**config.mk**
```make
export PLATFORM = sky130hd
export DESIGN_NAME = frog_move_gen
export DESIGN_NICKNAME = d
export VERILOG_FILES = /design/src/rtl/frog_pkg.sv /design/src/rtl/frog_move_gen_key_debounce.sv /design/src/rtl/frog_move_gen.sv
export SDC_FILE = /design/constraint.sdc
export NUM_CORES = 1
export LEC_CHECK = 0
export CAP_MARGIN = 30
export CORE_ASPECT_RATIO = 0.7
export CORE_UTILIZATION = 60
export CTS_CLUSTER_DIAMETER = 40
export DETAILED_ROUTE_END_ITERATION = 6
export HOLD_SLACK_MARGIN = 0.12
export PLACE_DENSITY = 0.86
export SLEW_MARGIN = 20
export SYNTH_ARGS = -nofsm -noshare
export SYNTH_HDL_FRONTEND = slang
export SYNTH_HIERARCHICAL = 1
export SYNTH_SLANG_ARGS = --single-unit
```
**constraint.sdc**
```tcl
create_clock -name clk -period 2.5 [get_ports clk]
set_clock_uncertainty 0.05 [all_clocks]
set_input_delay 0.75 -clock clk [delete_from_list [all_inputs] [get_ports clk]]
set_output_delay 0.75 -clock clk [all_outputs]
set_load 0.01 [all_outputs]
```
**src/rtl/frog_pkg.sv**
```systemverilog
// Shared types for the frog move pulse generator: arbitration states,
// direction bit positions and a one-hot test for the debounced key vector.
package frog_pkg;

   typedef enum logic [1:0] {
      IDLE     = 2'd0,
      HELD     = 2'd1,
      CONFLICT = 2'd2
   } frog_state_e;

   // Bit positions inside the 4-bit key / pulse vectors (match KEY[] order)
   localparam int DIR_R = 0;
   localparam int DIR_D = 1;
   localparam int DIR_U = 2;
   localparam int DIR_L = 3;

   localparam int NUM_KEYS = 4;

   // True when exactly one key of the vector is pressed
   function automatic logic is_onehot4(input logic [3:0] v);
      return (v != 4'd0) && ((v & (v - 4'd1)) == 4'd0);
   endfunction

endpackage

```
**src/rtl/frog_move_gen_key_debounce.sv**
```systemverilog
// One push-button channel: two-flop synchronizer on the raw active-low key,
// inversion to active-high, and a consecutive-sample debounce counter.
// The debounced level flips on the DEBOUNCE_CYCLES-th consecutive edge on
// which the synchronized level disagrees with it; any agreeing edge clears
// the count.
module key_debounce #(
   parameter int DEBOUNCE_CYCLES = 500000
) (
   input  logic clk,
   input  logic reset,
   input  logic key_n,
   output logic level
);

   localparam int CW = $clog2(DEBOUNCE_CYCLES + 1);
   localparam logic [CW-1:0] CNT_LAST = CW'(DEBOUNCE_CYCLES - 1);

   logic          sync1_q, sync1_d;
   logic          sync2_q, sync2_d;
   logic          deb_q, deb_d;
   logic [CW-1:0] cnt_q, cnt_d;
   logic          pressed;

   // Next-state: shift the synchronizer, count disagreeing edges, flip on the last one
   always_comb begin
      sync1_d = key_n;
      sync2_d = sync1_q;
      pressed = ~sync2_q;
      deb_d   = deb_q;
      cnt_d   = '0;
      if (pressed != deb_q) begin
         if (cnt_q >= CNT_LAST) begin
            deb_d = ~deb_q;
            cnt_d = '0;
         end else begin
            cnt_d = cnt_q + CW'(1);
         end
      end
   end

   // State registers; reset leaves the key looking released
   always_ff @(posedge clk) begin
      if (reset) begin
         sync1_q <= 1'b1;
         sync2_q <= 1'b1;
         deb_q   <= 1'b0;
         cnt_q   <= '0;
      end else begin
         sync1_q <= sync1_d;
         sync2_q <= sync2_d;
         deb_q   <= deb_d;
         cnt_q   <= cnt_d;
      end
   end

   assign level = deb_q;

endmodule

```
**src/rtl/frog_move_gen.sv**
```systemverilog
// Frog move pulse generator: four debounced push-buttons feed an
// IDLE/HELD/CONFLICT arbiter that emits one registered single-cycle pulse
// per accepted press on L, R, D or U. Pressing two keys together, or
// changing keys while one is held, parks the arbiter in CONFLICT until all
// keys are released.
// Optional auto-repeat is built when the macro FROG_AUTOREPEAT_EN is defined.
// Handshake: there is none; L/R/D/U are fire-and-forget one-cycle strobes
// that every frog cell samples on the next rising edge.
module frog_move_gen
   import frog_pkg::*;
#(
   parameter int DEBOUNCE_CYCLES = 500000,
   parameter int REPEAT_DELAY    = 25000000,
   parameter int REPEAT_PERIOD   = 10000000
) (
   input  logic        clk,
   input  logic        reset,
   input  logic [3:0]  KEY,
   input  logic        enable,
   output logic        L,
   output logic        R,
   output logic        D,
   output logic        U,
   output logic        conflict,
   output frog_state_e dbg_state,
   output logic [3:0]  dbg_keys
);

   // Elaboration-time sanity check on the timing parameters
   if (DEBOUNCE_CYCLES < 1 || REPEAT_DELAY < 1 || REPEAT_PERIOD < 1) begin : g_bad_params
      $error("frog_move_gen: DEBOUNCE_CYCLES, REPEAT_DELAY and REPEAT_PERIOD must be >= 1");
   end

   logic [3:0] deb_vec;

   for (genvar i = 0; i < NUM_KEYS; i++) begin : g_key
      key_debounce #(
         .DEBOUNCE_CYCLES(DEBOUNCE_CYCLES)
      ) u_deb (
         .clk   (clk),
         .reset (reset),
         .key_n (KEY[i]),
         .level (deb_vec[i])
      );
   end

   frog_state_e state_q, state_d;
   logic [3:0]  dir_q, dir_d;
   logic [3:0]  pulse_q, pulse_d;
   logic        conflict_q, conflict_d;

`ifdef FROG_AUTOREPEAT_EN
   localparam int REP_MAX = (REPEAT_DELAY > REPEAT_PERIOD) ? REPEAT_DELAY : REPEAT_PERIOD;
   localparam int RW      = $clog2(REP_MAX + 1);
   localparam logic [RW-1:0] DELAY_LAST  = RW'(REPEAT_DELAY - 1);
   localparam logic [RW-1:0] PERIOD_LAST = RW'(REPEAT_PERIOD - 1);

   // armed: the entry pulse was enabled; first: the long initial delay is still pending
   logic          armed_q, armed_d;
   logic          first_q, first_d;
   logic [RW-1:0] rep_cnt_q, rep_cnt_d;
   logic [RW-1:0] rep_limit;
`endif

   // Arbitration next-state and pulse generation from the debounced vector
   always_comb begin
      state_d = state_q;
      dir_d   = dir_q;
      pulse_d = '0;
`ifdef FROG_AUTOREPEAT_EN
      armed_d   = armed_q;
      first_d   = first_q;
      rep_cnt_d = rep_cnt_q;
      rep_limit = first_q ? DELAY_LAST : PERIOD_LAST;
`endif
      case (state_q)
         IDLE: begin
            if (deb_vec != 4'd0) begin
               if (is_onehot4(deb_vec)) begin
                  state_d = HELD;
                  dir_d   = deb_vec;
                  pulse_d = enable ? deb_vec : 4'd0;
`ifdef FROG_AUTOREPEAT_EN
                  armed_d   = enable;
                  first_d   = 1'b1;
                  rep_cnt_d = '0;
`endif
               end else begin
                  state_d = CONFLICT;
               end
            end
         end
         HELD: begin
            if (deb_vec == dir_q) begin
`ifdef FROG_AUTOREPEAT_EN
               if (armed_q) begin
                  if (rep_cnt_q >= rep_limit) begin
                     rep_cnt_d = '0;
                     first_d   = 1'b0;
                     pulse_d   = enable ? dir_q : 4'd0;
                  end else begin
                     rep_cnt_d = rep_cnt_q + RW'(1);
                  end
               end
`endif
            end else begin
               state_d = (deb_vec == 4'd0) ? IDLE : CONFLICT;
`ifdef FROG_AUTOREPEAT_EN
               armed_d   = 1'b0;
               first_d   = 1'b0;
               rep_cnt_d = '0;
`endif
            end
         end
         CONFLICT: begin
            if (deb_vec == 4'd0) state_d = IDLE;
         end
         default: state_d = IDLE;
      endcase
      conflict_d = (state_d == CONFLICT);
   end

   // Arbiter registers, including the registered pulse and conflict outputs
   always_ff @(posedge clk) begin
      if (reset) begin
         state_q    <= IDLE;
         dir_q      <= '0;
         pulse_q    <= '0;
         conflict_q <= 1'b0;
`ifdef FROG_AUTOREPEAT_EN
         armed_q    <= 1'b0;
         first_q    <= 1'b0;
         rep_cnt_q  <= '0;
`endif
      end else begin
         state_q    <= state_d;
         dir_q      <= dir_d;
         pulse_q    <= pulse_d;
         conflict_q <= conflict_d;
`ifdef FROG_AUTOREPEAT_EN
         armed_q    <= armed_d;
         first_q    <= first_d;
         rep_cnt_q  <= rep_cnt_d;
`endif
      end
   end

   assign R         = pulse_q[DIR_R];
   assign D         = pulse_q[DIR_D];
   assign U         = pulse_q[DIR_U];
   assign L         = pulse_q[DIR_L];
   assign conflict  = conflict_q;
   assign dbg_state = state_q;
   assign dbg_keys  = deb_vec;

endmodule

```
==> out/summary.txt, run 1 <==
Worst reg2reg path startpoint: g_key[3].u_deb/cnt_q[10]$_SDFF_PP0_
Library cells used by synthesis: 48
Final setup fails: 0
Slew margin rel.: 42.7%
Layout cells sized above 1: 19.8%
Worst R2R Setup Slack: 0.09 ns
Gate Count Post-Synth: 493
Avg Cell Area, Syn: 9.76 um^2
CP Max Fanout: 19
Final Hold Viols: 0
Die area: 0.00839 mm^2
Initial Util: 64.0%
Vias in the first global route: 3259
Maximum vdd drop: 0.735 mV
Final Slew Violations: 0
Area Growth Syn to Fin: 13.8%
Worst EP arrival: 2.56 ns
WP data required: 2.65 ns
RSZ-0062 raised after global routing: false
Num Clock Sinks: 99
Num CTS Buffers: 9
Share of the synthesized area in the top cell type: 41.2%
Die width: 109 um
Mapped Nets: 504
Routed Antenna Nets: 0
Core area: 0.00751 mm^2
Number of iterations in the first detailed-routing pass: 5
CP endpoint kind: register
Root buf cell: clkbuf_16
Worst r2r path cells: 5
CP endpoint: g_key[3].u_deb/cnt_q[10]$_SDFF_PP0_
I/O Pins: 18
Worst-path clk slew: 0.06 ns
WL final: 8.98 mm
# rows: 26
Fin crit period: 2.41 ns
GRT Resource Usage Total: 23.1%
Number of enable flip-flop cells after synthesis: 0
Post-place instance area: 0.00506 mm^2
Crit path kind: register to register
Drt drc: 0
Ant. Diodes: 0
Initial drt markers: 255
Hold crit path type: register to register
Pin count of the biggest net entering global routing: 22
Max Clock Freq: 0.416 GHz
Post-route cell area: 0.00547 mm^2
Fin crit share: 96.3%
TNS Setup: 0 ns
Ys flop type: dfxtp_1
Most frequent cell after synthesis: dfxtp_1
Clk buf depth: 2
Skew-Pair Late Insertion Delay: 0.35 ns
Sequential cell area fraction in the yosys report: 41.2%
CP Launch Type: register
LEAKAGE: 1.76 nW
CTS tree: yes
Final nets: 537
Port Buffer Count: 17
Synthesized area: 0.00481 mm^2
Synth warnings: 6
Routability-driven placement congestion ratio: 0.858
Area contributors post-synth: dfxtp_1, nor2_4, xor2_1
Seq cells post-synth: 99
Outcome: finished, final reports clean
H-tree Lvls: 3
Synth async-reset ratio: 0%
First-pass GRT wire length: 15.1 mm
Avg WL per Cell: 14.3 um
Worst-Margin Slew: 0.856 ns
Leading area contributor after synthesis: dfxtp_1
Routed vias/inst: 5.59
Reg2reg end: g_key[3].u_deb/cnt_q[10]$_SDFF_PP0_
Vias post-DR: 3514
Gr ovfl total: 0
Synth top cells by count: dfxtp_1, nor2_1, xor2_1, xnor2_1, nand2_1
Hold Slack: 0.360 ns
Max-cap violation count: 0
Setup crit start: g_key[3].u_deb/cnt_q[10]$_SDFF_PP0_
Pwr/cell area: 552 mW/mm^2
Initial antenna violation count: 0
Hpwl dp: 6.02 mm
Die outline height: 76.9 um
-- state kept, by name (all words and copies together) (netlist names) --
register             cells
pulse_q                  4
g_key.u_deb/level        4
g_key.u_deb/cnt_q       76
dbg_state                2
g_key.u_deb/sync1_q      4
conflict                 1
dir_q                    4
g_key.u_deb/sync2_q      4
-- cell type report --
cell class / count / area, um^2
fillers: 536 / 2040
flip-flops and latches: 99 / 1980
inverters: 14 / 52.6
multi-input cells: 370 / 2680
well taps: 98 / 123
clock inverters: 5 / 52.6
clock buffers: 11 / 243
repair buffers: 32 / 345
-- timing repair --
action / CTS / global route
setup buffers: 0 / 7
hold endpoints to repair: 0 / 0
hold buffers: 0 / 0
gates resized for setup: 0 / 0
endpoints found under the setup margin: 0 / 31
-- cells in the final DEF, fill, tap and decap left out, types with 4 or more instances in the layout --
master,n
xnor2_1,36
a31oi_1,6
nor2_1,68
nand2_1,35
ha_1,4
nor2_2,11
a211o_1,4
clkbuf_16,9
or2_2,8
nor2_4,32
o21ai_4,4
clkdlybuf4s50_1,17
buf_12,5
dfxtp_1,99
inv_1,14
nand3_1,13
nor2b_1,8
xor2_1,39
and4_1,4
nand4_1,28
nor3_1,19
or4_1,4
a2111oi_4,4
a211oi_1,4
o311a_1,4
nor4_2,4
buf_4,10
-- critical path, cell delays in order, from the launching register on --
cell and delay (ns):
dfxtp_1 0.34, or4_4 0.55, nor4_2 0.36, a2111oi_4 0.12
o21ai_4 0.71, nor2_1 0.12
-- worst min path at each step --
stage,startpoint,endpoint,slack (ns),cells past startpoint
detailed placement,g_key[1].u_deb/sync1_q$_SDFF_PP1_,g_key[1].u_deb/sync2_q$_SDFF_PP1_,0.35,1
CTS,g_key[0].u_deb/sync1_q$_SDFF_PP1_,g_key[0].u_deb/sync2_q$_SDFF_PP1_,0.36,1
finish,g_key[0].u_deb/sync1_q$_SDFF_PP1_,g_key[0].u_deb/sync2_q$_SDFF_PP1_,0.36,1
global route,g_key[2].u_deb/sync1_q$_SDFF_PP1_,g_key[2].u_deb/sync2_q$_SDFF_PP1_,0.37,1
floorplan,g_key[0].u_deb/sync1_q$_SDFF_PP1_,g_key[0].u_deb/sync2_q$_SDFF_PP1_,0.34,1
global placement,g_key[0].u_deb/sync1_q$_SDFF_PP1_,g_key[0].u_deb/sync2_q$_SDFF_PP1_,0.34,1
-- where the power goes --
part           switching [mW]  total (mW)  internal (mW)
Clock                   0.573        1.37          0.797
Combinational          0.0328      0.0623         0.0296
Sequential            0.00448        1.59           1.58
Total                   0.611        3.02           2.41
-- per-layer routing --
metal / global-route usage [%] / part of all wire [%]
met1: 30.3 / 47
met2: 36.0 / 47
met3: 6.97 / 4.5
met4: 7.30 / 1.2
met5: 0 / 0
-- through the flow --
stage | util (%) | setup WS [ns] | cells | total power, mW
3_5_place_dp | 67.4 | 0.00664 | 606 | 1.68
6_report | 72.8 | 0.0937 | 629 | 3.02
4_1_cts | 71.3 | 0.00808 | 622 | 3.04
3_3_place_gp | 67.4 | 0.115 | 606 | 1.67
5_1_grt | 72.8 | 0.00204 | 629 | 3.11
2_1_floorplan | - | 0.393 | 493 | 1.66
-- kinds of logic (layout without fill, tap and decap cells) --
family	after synthesis	count (layout)	synth area share [%]
XOR/XNOR	75	75	13.7
AND/OR/NAND/NOR	243	243	30.1
multiplexers	2	2	0.468
AO/OA/AOI/OAI	46	46	10.3
flip-flops	99	99	41.2
adder cells (fa/ha/maj)	4	4	1.04
buffers and inverters	24	62	3.20
Power figures use the tool's default switching activity.
==> run 2: changes to the inputs <==
--- a/config.mk
+++ b/config.mk
@@ -8,6 +8,7 @@
 export CAP_MARGIN = 30
 export CORE_ASPECT_RATIO = 0.7
 export CORE_UTILIZATION = 60
+export CTS_BUF_LIST = sky130_fd_sc_hd__clkbuf_8 sky130_fd_sc_hd__clkbuf_16
 export CTS_CLUSTER_DIAMETER = 40
 export DETAILED_ROUTE_END_ITERATION = 6
 export HOLD_SLACK_MARGIN = 0.12
==> out/summary.txt, run 2 (synthesized netlist as in run 1, its figures left out) <==
Crit path kind: register to register (unchanged)
Port Buffer Count: 17 (unchanged)
# rows: 26 (unchanged)
Drt drc: 0 (unchanged)
CP Max Fanout: 19 (unchanged)
Outcome: finished, final reports clean (unchanged)
Routability-driven placement congestion ratio: 0.858 (unchanged)
Maximum vdd drop: 0.731 mV (was 0.735 mV)
Root buf cell: clkbuf_16 (unchanged)
Max Clock Freq: 0.416 GHz (about the same)
First-pass GRT wire length: 15.1 mm (unchanged)
CP Launch Type: register (unchanged)
Final nets: 538 (was 537)
WL final: 9.03 mm (was 8.98 mm)
GRT Resource Usage Total: 23.1% (unchanged)
Biggest register: g_key.u_deb/cnt_q (unchanged)
Clk buf depth: 2 (unchanged)
Routed Antenna Nets: 0 (unchanged)
Pwr/cell area: 551 mW/mm^2 (was 552 mW/mm^2)
Pin count of the biggest net entering global routing: 22 (unchanged)
Num Clock Sinks: 99 (unchanged)
Vias post-DR: 3513 (was 3514)
Worst-path clk slew: 0.06 ns (about the same)
Final setup fails: 0 (unchanged)
CP endpoint kind: register (unchanged)
RSZ-0062 raised after global routing: false (unchanged)
Skew-Pair Late Insertion Delay: 0.35 ns (about the same)
I/O Pins: 18 (unchanged)
Worst-Margin Slew: 0.855 ns (was 0.856 ns)
H-tree Lvls: 3 (unchanged)
Fin crit period: 2.41 ns (about the same)
Core area: 0.00751 mm^2 (unchanged)
TNS Setup: 0 ns (unchanged)
Worst EP arrival: 2.56 ns (about the same)
Hpwl dp: 6.02 mm (unchanged)
Initial antenna violation count: 0 (unchanged)
Area Growth Syn to Fin: 13.9% (was 13.8%)
Pre-CTS setup slack: 0.00664 ns (unchanged)
Num CTS Buffers: 9 (unchanged)
Setup ws final: 0.0942 ns (was 0.0937 ns)
Hold crit path type: register to register (unchanged)
Gr ovfl total: 0 (unchanged)
Layout cells sized above 1: 19.9% (was 19.8%)
Die width: 109 um (unchanged)
Most frequent cells in the layout: dfxtp_1, nor2_1, xor2_1 (unchanged)
LEAKAGE: 1.77 nW (was 1.76 nW)
Count of hold buffers inserted by post-cts repair: 0 (unchanged)
Largest register FFs: 76 (unchanged)
Initial Util: 64.0% (unchanged)
Avg WL per Cell: 14.3 um (about the same)
Slew margin rel.: 42.8% (was 42.7%)
Final Slew Violations: 0 (unchanged)
Vias in the first global route: 3259 (unchanged)
Most common cell after layout, fill and taps aside: dfxtp_1 (unchanged)
Fin crit share: 96.2% (was 96.3%)
CTS tree: yes (unchanged)
Die area: 0.00839 mm^2 (unchanged)
Routed vias/inst: 5.58 (was 5.59)
Die outline height: 76.9 um (unchanged)
WP data required: 2.65 ns (about the same)
Ant. Diodes: 0 (unchanged)
Number of iterations in the first detailed-routing pass: 5 (unchanged)
Max-cap violation count: 0 (unchanged)
Initial drt markers: 273 (was 255)
Final Hold Viols: 0 (unchanged)
## run 2: changes by cell type in the layout (fill, tap and decap cells not counted), sizes merged
cell	change
inv	+1
buf	+1
clkbuf	-1
## run 2: final timing paths
check	to	start	cells past startpoint	slack, ns
worst max-delay path	g_key[3].u_deb/cnt_q[10]$_SDFF_PP0_	g_key[3].u_deb/cnt_q[10]$_SDFF_PP0_	5	0.09
worst min-delay path	g_key[2].u_deb/sync2_q$_SDFF_PP1_	g_key[2].u_deb/sync1_q$_SDFF_PP1_	1	0.36
worst max register to register	g_key[3].u_deb/cnt_q[10]$_SDFF_PP0_	g_key[3].u_deb/cnt_q[10]$_SDFF_PP0_	5	0.09
worst min register to register	g_key[2].u_deb/sync2_q$_SDFF_PP1_	g_key[2].u_deb/sync1_q$_SDFF_PP1_	1	0.36
## run 2: power by group
group	total, mW	switching (mW)	internal [mW]
Sequential	1.59	0.00447	1.58
Clock	1.37	0.576	0.793
Combinational	0.0629	0.0329	0.0301
Total	3.02	0.614	2.41
## run 2: repair_timing
| action | CTS | global route |
|---|---|---|
| buffers inserted | 0 | 8 |
| setup endpoints to repair | 0 | 31 |
| resized for setup | 0 | 0 |
| hold endpoints to repair | 0 | 0 |
## run 2: area by class of cell
cell class	count	area [um^2]
inverters	14	52.6
clock buffers	10	239
flip-flops and latches	99	1980
multi-input cells	370	2680
fillers	535	2030
repair buffers	33	353
well taps	98	123
clock inverters	6	56.3
## run 2: critical path, stage by stage, from the launching register on
cell and delay (ns):
dfxtp_1 0.34, or4_4 0.55, nor4_2 0.36, a2111oi_4 0.12, o21ai_4 0.71, nor2_1 0.12
## run 2: routing by layer
metal	up-vias	track usage, %	wire length, um
met4	0	7.30	104
li1	1781	-	-
met3	8	6.97	426
met2	79	36.0	4220
met1	1645	30.3	4270
met5	-	0	0
## run 2: through the flow
stage / utilization [%] / total power, mW / instances / instance area, um^2 / hold slack (ns)
floorplan: - / 1.66 / 493 / 4810 / 0.339
global placement: 67.4 / 1.67 / 606 / 5060 / 0.342
detailed placement: 67.4 / 1.68 / 606 / 5060 / 0.348
CTS: 71.3 / 3.04 / 622 / 5360 / 0.363
global route: 72.9 / 3.11 / 630 / 5480 / 0.372
finish: 72.9 / 3.02 / 630 / 5480 / 0.365
